--- src/rtl/pow_pkg.sv ---
// Shared types and constants for the sequential power unit.
package pow_pkg;

  localparam int unsigned BaseWDef = 4;
  localparam int unsigned ExpWDef  = 4;
  localparam int unsigned ResWDef  = 32;

  // Edges from accepted start to done: one ACC plus one SQ per exponent bit, minus the last SQ,
  // plus FIN.
  localparam int unsigned Latency = 2 * ExpWDef;

  typedef enum logic [1:0] {
    StIdle,
    StAcc,
    StSq,
    StFin
  } pow_state_e;

endpackage

--- src/rtl/pow_mul.sv ---
// Combinational unsigned RES_W x RES_W multiplier with full-width product.
module pow_mul
  import pow_pkg::*;
#(
  parameter int unsigned RES_W = ResWDef
) (
  input  logic [RES_W-1:0]   a_i,
  input  logic [RES_W-1:0]   b_i,
  output logic [2*RES_W-1:0] p_o
);

  // Operands are widened first so the product keeps all 2*RES_W bits.
  assign p_o = {{RES_W{1'b0}}, a_i} * {{RES_W{1'b0}}, b_i};

endmodule

--- src/rtl/pow_seq_ctrl.sv ---
// Right-to-left square-and-multiply power unit with start/busy/done handshake.
module pow_seq_ctrl
  import pow_pkg::*;
#(
  parameter int unsigned BASE_W = BaseWDef,
  parameter int unsigned EXP_W  = ExpWDef,
  parameter int unsigned RES_W  = ResWDef
) (
  input  logic              clk,
  input  logic              resetn,
  input  logic              start,
  input  logic [BASE_W-1:0] base,
  input  logic [EXP_W-1:0]  exp,
  output logic              busy,
  output logic              done,
  output logic [RES_W-1:0]  result,
  output logic              overflow
);

  localparam int unsigned IdxW = (EXP_W > 1) ? $clog2(EXP_W) : 1;

  pow_state_e       state_q, state_d;
  logic [RES_W-1:0] acc_q, acc_d;
  logic [RES_W-1:0] sq_q, sq_d;
  logic [EXP_W-1:0] e_q, e_d;
  logic [IdxW-1:0]  idx_q, idx_d;
  logic             sq_ovf_q, sq_ovf_d;
  logic             ovf_q, ovf_d;
  logic [RES_W-1:0] result_q, result_d;
  logic             overflow_q, overflow_d;
  logic             done_q, done_d;

  logic [RES_W-1:0]   mul_a;
  logic [2*RES_W-1:0] prod;
  logic [RES_W-1:0]   prod_lo;
  logic               prod_hi_nz;

  // One multiplier: ACC multiplies acc by sq, SQ squares sq.
  assign mul_a      = (state_q == StAcc) ? acc_q : sq_q;
  assign prod_lo    = prod[RES_W-1:0];
  assign prod_hi_nz = |prod[2*RES_W-1:RES_W];

  pow_mul #(
    .RES_W(RES_W)
  ) u_mul (
    .a_i(mul_a),
    .b_i(sq_q),
    .p_o(prod)
  );

  // Next-state and datapath updates for the square-and-multiply sequence.
  always_comb begin
    state_d    = state_q;
    acc_d      = acc_q;
    sq_d       = sq_q;
    e_d        = e_q;
    idx_d      = idx_q;
    sq_ovf_d   = sq_ovf_q;
    ovf_d      = ovf_q;
    result_d   = result_q;
    overflow_d = overflow_q;
    done_d     = 1'b0;
    case (state_q)
      StIdle: begin
        if (start) begin
          acc_d    = RES_W'(1);
          sq_d     = RES_W'(base);
          e_d      = exp;
          idx_d    = '0;
          sq_ovf_d = 1'b0;
          ovf_d    = 1'b0;
          state_d  = StAcc;
        end
      end
      StAcc: begin
        if (e_q[idx_q]) begin
          acc_d = prod_lo;
          ovf_d = ovf_q | prod_hi_nz | sq_ovf_q;
        end
        state_d = (idx_q == IdxW'(EXP_W - 1)) ? StFin : StSq;
      end
      StSq: begin
        sq_d     = prod_lo;
        sq_ovf_d = sq_ovf_q | prod_hi_nz;
        idx_d    = idx_q + IdxW'(1);
        state_d  = StAcc;
      end
      StFin: begin
        result_d   = acc_q;
        overflow_d = ovf_q;
        done_d     = 1'b1;
        state_d    = StIdle;
      end
      default: state_d = StIdle;
    endcase
  end

  // State and datapath registers; reset aborts any operation in flight.
  always_ff @(posedge clk or negedge resetn) begin
    if (!resetn) begin
      state_q    <= StIdle;
      acc_q      <= '0;
      sq_q       <= '0;
      e_q        <= '0;
      idx_q      <= '0;
      sq_ovf_q   <= 1'b0;
      ovf_q      <= 1'b0;
      result_q   <= '0;
      overflow_q <= 1'b0;
      done_q     <= 1'b0;
    end else begin
      state_q    <= state_d;
      acc_q      <= acc_d;
      sq_q       <= sq_d;
      e_q        <= e_d;
      idx_q      <= idx_d;
      sq_ovf_q   <= sq_ovf_d;
      ovf_q      <= ovf_d;
      result_q   <= result_d;
      overflow_q <= overflow_d;
      done_q     <= done_d;
    end
  end

  assign busy     = (state_q != StIdle);
  assign done     = done_q;
  assign result   = result_q;
  assign overflow = overflow_q;

endmodule

--- config.mk ---
export PLATFORM = sky130hd
export DESIGN_NAME = pow_seq_ctrl
export DESIGN_NICKNAME = d
export VERILOG_FILES = /design/src/rtl/pow_pkg.sv /design/src/rtl/pow_mul.sv /design/src/rtl/pow_seq_ctrl.sv
export SDC_FILE = /design/constraint.sdc
export NUM_CORES = 2
export LEC_CHECK = 0
export ABC_AREA = 1
export ABC_CLOCK_PERIOD_IN_PS = 9900
export CAP_MARGIN = 20
export CORE_ASPECT_RATIO = 0.5
export CORE_MARGIN = 4
export CORE_UTILIZATION = 40
export DETAILED_ROUTE_END_ITERATION = 10
export SKIP_LAST_GASP = 1
export SLEW_MARGIN = 15
export SYNTH_ARGS = -nofsm -noshare
export SYNTH_HDL_FRONTEND = slang
export SYNTH_SLANG_ARGS = --single-unit
--- constraint.sdc ---
create_clock -name clk -period 9.9 [get_ports clk]
set_input_delay 2.475 -clock clk [delete_from_list [all_inputs] [get_ports clk]]
set_output_delay 2.475 -clock clk [all_outputs]
set_load 0.02 [all_outputs]
[Word level (Yosys, flattened, before mapping)]
Cells that the tools add are included.
Storage, ports and cells
  bits in registers: 108
  bits in latches: 0
  memory bits (writable): 0
  ROM bits: 0
  bits of input ports: 11
  output and inout bits: 35
  word-level logic and storage cells: 48
  memories: 0
Cells by class
  add/sub/neg operators: 1
  $mul: 1
  divide/modulo/power cells: 0
  order comparisons: 1
  eq/ne operators: 6
  shift operators: 0
  mux-type cells: 18
  bitwise logic cells: 3
  reduce and logical (&&, ||, !) cells: 8
Operators with widths (number)
  32-bit two-way mux: 4
  32-bit case mux with 2 select lines: 2
  32-bit by 32-bit multiplier with 64-bit output: 1
  32-bit OR reduction: 1
  2-bit case mux with 4 select lines: 1
  2-bit equality test (second input constant): 3
  2-bit nonzero test: 3
  1-bit two-way mux: 5
  2-bit two-way mux: 2
  1-bit case mux with 2 select lines: 2
  2-bit case mux with 2 select lines: 1
  2-bit AND reduction: 2
  2-bit by 3-bit less-than comparator with 1-bit output (second input constant): 1
  1-bit bitwise OR: 3
  3-bit AND reduction: 1
  2-bit by 1-bit adder with 2-bit output (second input constant): 1
  1-bit binary-select mux with 2-bit select: 1
  2-bit by 1-bit equality test with 1-bit output (second input constant): 1
  2-bit zero test: 1
  2-bit by 1-bit != test with 1-bit output (second input constant): 1
  2-bit != test (second input constant): 1

[Longest topological paths before layout]
  depth after elaboration: 8
  gate-level depth with buffers: 47
  gate-level depth less buffers: 44

[By module]
A second synthesis with hierarchy kept.
Unflattened totals
  cell total of the unflattened synthesis: 5502
  area, all modules: 41014.3 um2
Modules (own cells, without submodules)
  pow_mul: times used 1, cells an instance 4959, area each 36231.0 um2, seq. area each 0.0 um2
  pow_seq_ctrl: times used 1, cells an instance 543, area each 4783.3 um2, seq. area each 2702.6 um2

[Worst setup path before layout]
No wires, ideal clock.
  kind: reg2reg
  from: register state_q[1]
  to: register ovf_q
  library setup time: 0.132 ns
  arrival time: 7.314 ns
  required time: 9.768 ns
  setup slack: 2.454 ns
  stages on the path, launching flop included: 42
  buffers on the path: 2
  clock period less this slack: 7.446 ns
  path through: dfrtp_1 nor2_1 inv_2 clkbuf_1 nor2_1 inv_1 o21ai_1 clkbuf_1 nor2_1 fa_1 inv_1 fa_1 fa_1 fa_1 inv_1 fa_1 inv_1 fa_1 [... 6 more ...] nand2_1 inv_1 nand2_1 inv_1 nand2_1 nor2_1 nand2_1 nand3_1 nand2_1 clkinv_1 nor2_1 nand2_1 nor2_1 nand2_1 nor2_1 nand2_1 nand2_1 a21oi_2
Between the ends
  cells in the longest elaborated chain, start to end: 8
  elaborated cells between the ends (all ways): 13
  classes of those cells: mul: 1; eq/ne: 3; mux: 3; bitwise: 2; reduce/logical: 4
RTL lines
  from (decl): RTL line pow_seq_ctrl.sv:22  | pow_state_e state_q, state_d;
  from (signal assigned): RTL line pow_seq_ctrl.sv:101  | state_q <= StIdle;
  from (signal assigned): RTL line pow_seq_ctrl.sv:112  | state_q <= state_d;
  2-bit by 1-bit equality test with 1-bit output: RTL line pow_seq_ctrl.sv:39, pow_seq_ctrl.sv:63
  32-bit two-way mux: RTL line pow_seq_ctrl.sv:39  | assign mul_a = (state_q == StAcc) ? acc_q : sq_q;
  32-bit by 32-bit multiplier with 64-bit output: RTL line pow_mul.sv:13  | assign p_o = {{RES_W{1'b0}}, a_i} * {{RES_W{1'b0}}, b_i};
  32-bit OR reduction: RTL line pow_seq_ctrl.sv:41  | assign prod_hi_nz = |prod[2*RES_W-1:RES_W];
  1-bit bitwise OR (2 in series): RTL line pow_seq_ctrl.sv:78  | ovf_d = ovf_q | prod_hi_nz | sq_ovf_q;
  1-bit two-way mux: RTL line pow_seq_ctrl.sv:76  | if (e_q[idx_q]) begin
  1-bit case mux with 2 select lines: RTL line pow_seq_ctrl.sv:63  | case (state_q)
  to (signal assigned): RTL line pow_seq_ctrl.sv:118  | ovf_q <= ovf_d;
  to (decl): RTL line pow_seq_ctrl.sv:28  | logic ovf_q, ovf_d;
Several ways; a longest one is shown, not always the timed one. The select of a mux whose other input is x is not followed.
A chain may end at the register's enable or synchronous reset.

[Worst setup path in the final report]
  from: register state_q[0]
  to: register ovf_q
The elaborated chain is that of the path after synthesis.

==> impl_metrics.py <==
metrics = {
    "synthesis": {
        "synth_seq_area_share_pct": 7.10,
        "synth_seq_cells": 108,
        "synth_top_area_share_pct": 47.1,
        "synth_most_common_cell": "inv_1",
        "yosysWarnings": 0,
        "syn-num-nets": 5957,
        "ys_async_sr_fraction_pct": 100,
        "synth_common_cells": "inv_1 (1142), nand2_1 (1058), fa_1 (896)",
        "synth_area_leaders": "fa_1 (47%), inv_1 (11%), nand2_1 (10%)",
        "synth_edf_count": 0,
        "syn_area_um2": 38100,
        "ys.flop_type": "dfrtp_1",
        "yosys.area.top_type": "fa_1",
        "avgSynthCellArea_um2": 7.95,
        "synth_cell_types": 34,
        "syn_inst": 4786,
    },
    "clock_tree": {
        "clockRootBuffer": "clkbuf_16",
        "cts_buffers": 9,
        "cts.sinks": 108,
        "cts_tree": "built",
        "clk_pin_slew_worst_paths_ns": 0.08,
        "cts_buffer_depth": 2,
        "clkLatencyLatePin_ns": 0.38,
        "htree_levels": 3,
    },
    "place": {
        "place.port_buffers": 45,
        "hpwl_mm": 124,
        "gp_congestion": 1.01,
    },
    "floorplanning": {
        "die_h_um": 226,
        "start_util_pct": 40.6,
        "boundaryPins": 46,
        "fp.dieW_um": 444,
        "dieArea_um2": 100000,
        "row_count": 79,
        "fp.coreArea_um2": 93700,
    },
    "detailed_routing": {
        "wl_per_cell_um": 24.4,
        "vias": 31600,
        "drt_first_iter_violations": 3509,
        "totalWireLength_mm": 147,
        "drt_first_pass_iters": 6,
        "drc_errors": 0,
        "via_per_inst": 5.24,
        "drtAntennaViolNets": 0,
    },
    "global_route": {
        "grt_pass1_wl_mm": 219,
        "grt_start_max_net_pins": 68,
        "grt_pass1_vias": 33200,
        "antenna_found_initial": 2,
        "globalRoute.totalOverflow": 0,
        "grt_usage_pct": 29.9,
    },
    "hold_path": {
        "hold_class": "flip-flop to flip-flop",
        "whs_path_depth": 2,
        "min_from": "e_q[1]",
        "hold_end": "e_q[1]",
    },
    "worst_setup_path": {
        "reg2reg_setup_slack_ns": 0.52,
        "slowest_delay_ns": 0.73,
        "crit_path_max_fanout": 25,
        "arrival_ns": 9.64,
        "timing.rr.start": "state_q[0]",
        "crit_required_ns": 10.16,
        "crit_path_frequent_cell": "nand2_1",
        "reg2reg_to": "ovf_q",
        "worst-setup-path-type": "flip-flop to flip-flop",
        "worstRegToRegCells": 37,
        "startpoint_type": "flip-flop",
        "critPathCaptureType": "flip-flop",
        "cp_slowest_cell": "clkinvlp_4",
    },
    "timing": {
        "whs_ns": 0.469,
        "fin_setup_tns_ns": 0,
        "grt_setup_unrepaired": "no",
        "tightest_slew_ns": 1.34,
        "slew_violations": 0,
        "max_freq_ghz": 0.107,
        "fin_skew_ns": 0.0135,
        "setup_viol": 0,
        "slew-limit-headroom_pct": 9.81,
        "fin_crit_sh_pct": 94.8,
        "min_period_ns": 9.38,
        "hold_violations": 0,
    },
    "finish": {
        "area_growth_pct": 6.74,
        "n_antenna_cell": 0,
        "nets": 5935,
        "final_layout_size_suffix_gt1_share_pct": 5.03,
    },
    "status": {
        "status": "complete, no violations",
    },
    "job": {
        "maxCapViolations": 0,
    },
}
## worst max-delay path: cells and delay by family, from the launching register on
kind,cells,cell delay [ns]
AO/OA/AOI/OAI,4,0.86
adder cells (fa/ha/maj),9,4.55
buffers and inverters,9,1.77
flip-flops,1,0.43
AND/OR/NAND/NOR,15,1.63
## area by class of cell
cell class                 instances  area [um2]
clock buffer                       9         225
tap                             1255        1570
inverter                        1182        4460
multi-input combinational       3304       30300
fill                            9638       53100
clock inverter                     6        57.6
sequential                       108        2700
timing repair buffer             159        1330
## per-layer routing
layer  up-vias  routed length (um)  GRT usage (%)
met1     16200               63600           43.0
met2      1632               59900           43.2
met3       155               20300           11.5
met4         2                2960           5.52
met5         -                  10              0
li1      13600                   -              -
## stage by stage
| stage | utilization, % | std cells | setup slack, ns | instance area [um2] |
|---|---|---|---|---|
| CTS | 43.2 | 6013 | 0.366 | 40500 |
| global route | 43.4 | 6023 | 0.0407 | 40600 |
| detailed placement | 42.9 | 5998 | 0.409 | 40200 |
| floorplan | - | 4786 | 2.45 | 38100 |
| finish | 43.4 | 6023 | 0.518 | 40600 |
| global placement | 42.9 | 5998 | 0.186 | 40200 |
## registers in the layout, summed over array words and instances, names as in the netlist
| signal | count |
|---|---|
| e_q | 4 |
| result | 32 |
| acc_q | 32 |
| sq_ovf_q | 1 |
| done | 1 |
| sq_q | 32 |
| ovf_q | 1 |
| idx_q | 2 |
| state_q | 2 |
| overflow | 1 |
## cell families (layout without fill, tap and decap cells)
| kind of cell | after synthesis | count (layout) | share of synthesized area, % |
|---|---|---|---|
| AO/OA/AOI/OAI | 195 | 195 | 2.88 |
| XOR/XNOR | 32 | 32 | 0.736 |
| adder cells (fa/ha/maj) | 1160 | 1160 | 55.8 |
| buffers and inverters | 1374 | 1356 | 13.6 |
| flip-flops | 108 | 108 | 7.10 |
| AND/OR/NAND/NOR | 1917 | 1917 | 19.9 |
## timing repair
item,in CTS,in global routing
gates resized for setup,0,5
setup endpoints to repair,0,2
hold buffers,0,0
buffers inserted,0,10
## worst max-delay path by stage
stage | cells past startpoint | to | from | slack [ns]
after floorplan | 41 | ovf_q | state_q[1] | 2.45
after global placement | 33 | ovf_q | state_q[0] | 0.19
after detailed placement | 38 | ovf_q | state_q[0] | 0.41
after CTS | 38 | ovf_q | state_q[0] | 0.37
after global routing | 36 | ovf_q | state_q[0] | 0.04
final | 37 | ovf_q | state_q[0] | 0.52
## placed cells by master (no fill, tap or decap), drive strengths merged, types with 14 or more instances in the layout
cell              n
ha              264
nor3             14
clkdlybuf4s50    44
inv            1161
fa              896
o21ai            88
nand2          1078
nand3            50
nor2            747
xnor2            29
o22ai            53
dfrtp           108
a21oi            51
clkinv           20
buf             115
Power is not shown: default switching activity piles up to over one toggle a cycle in this logic, so the estimate is an artifact.
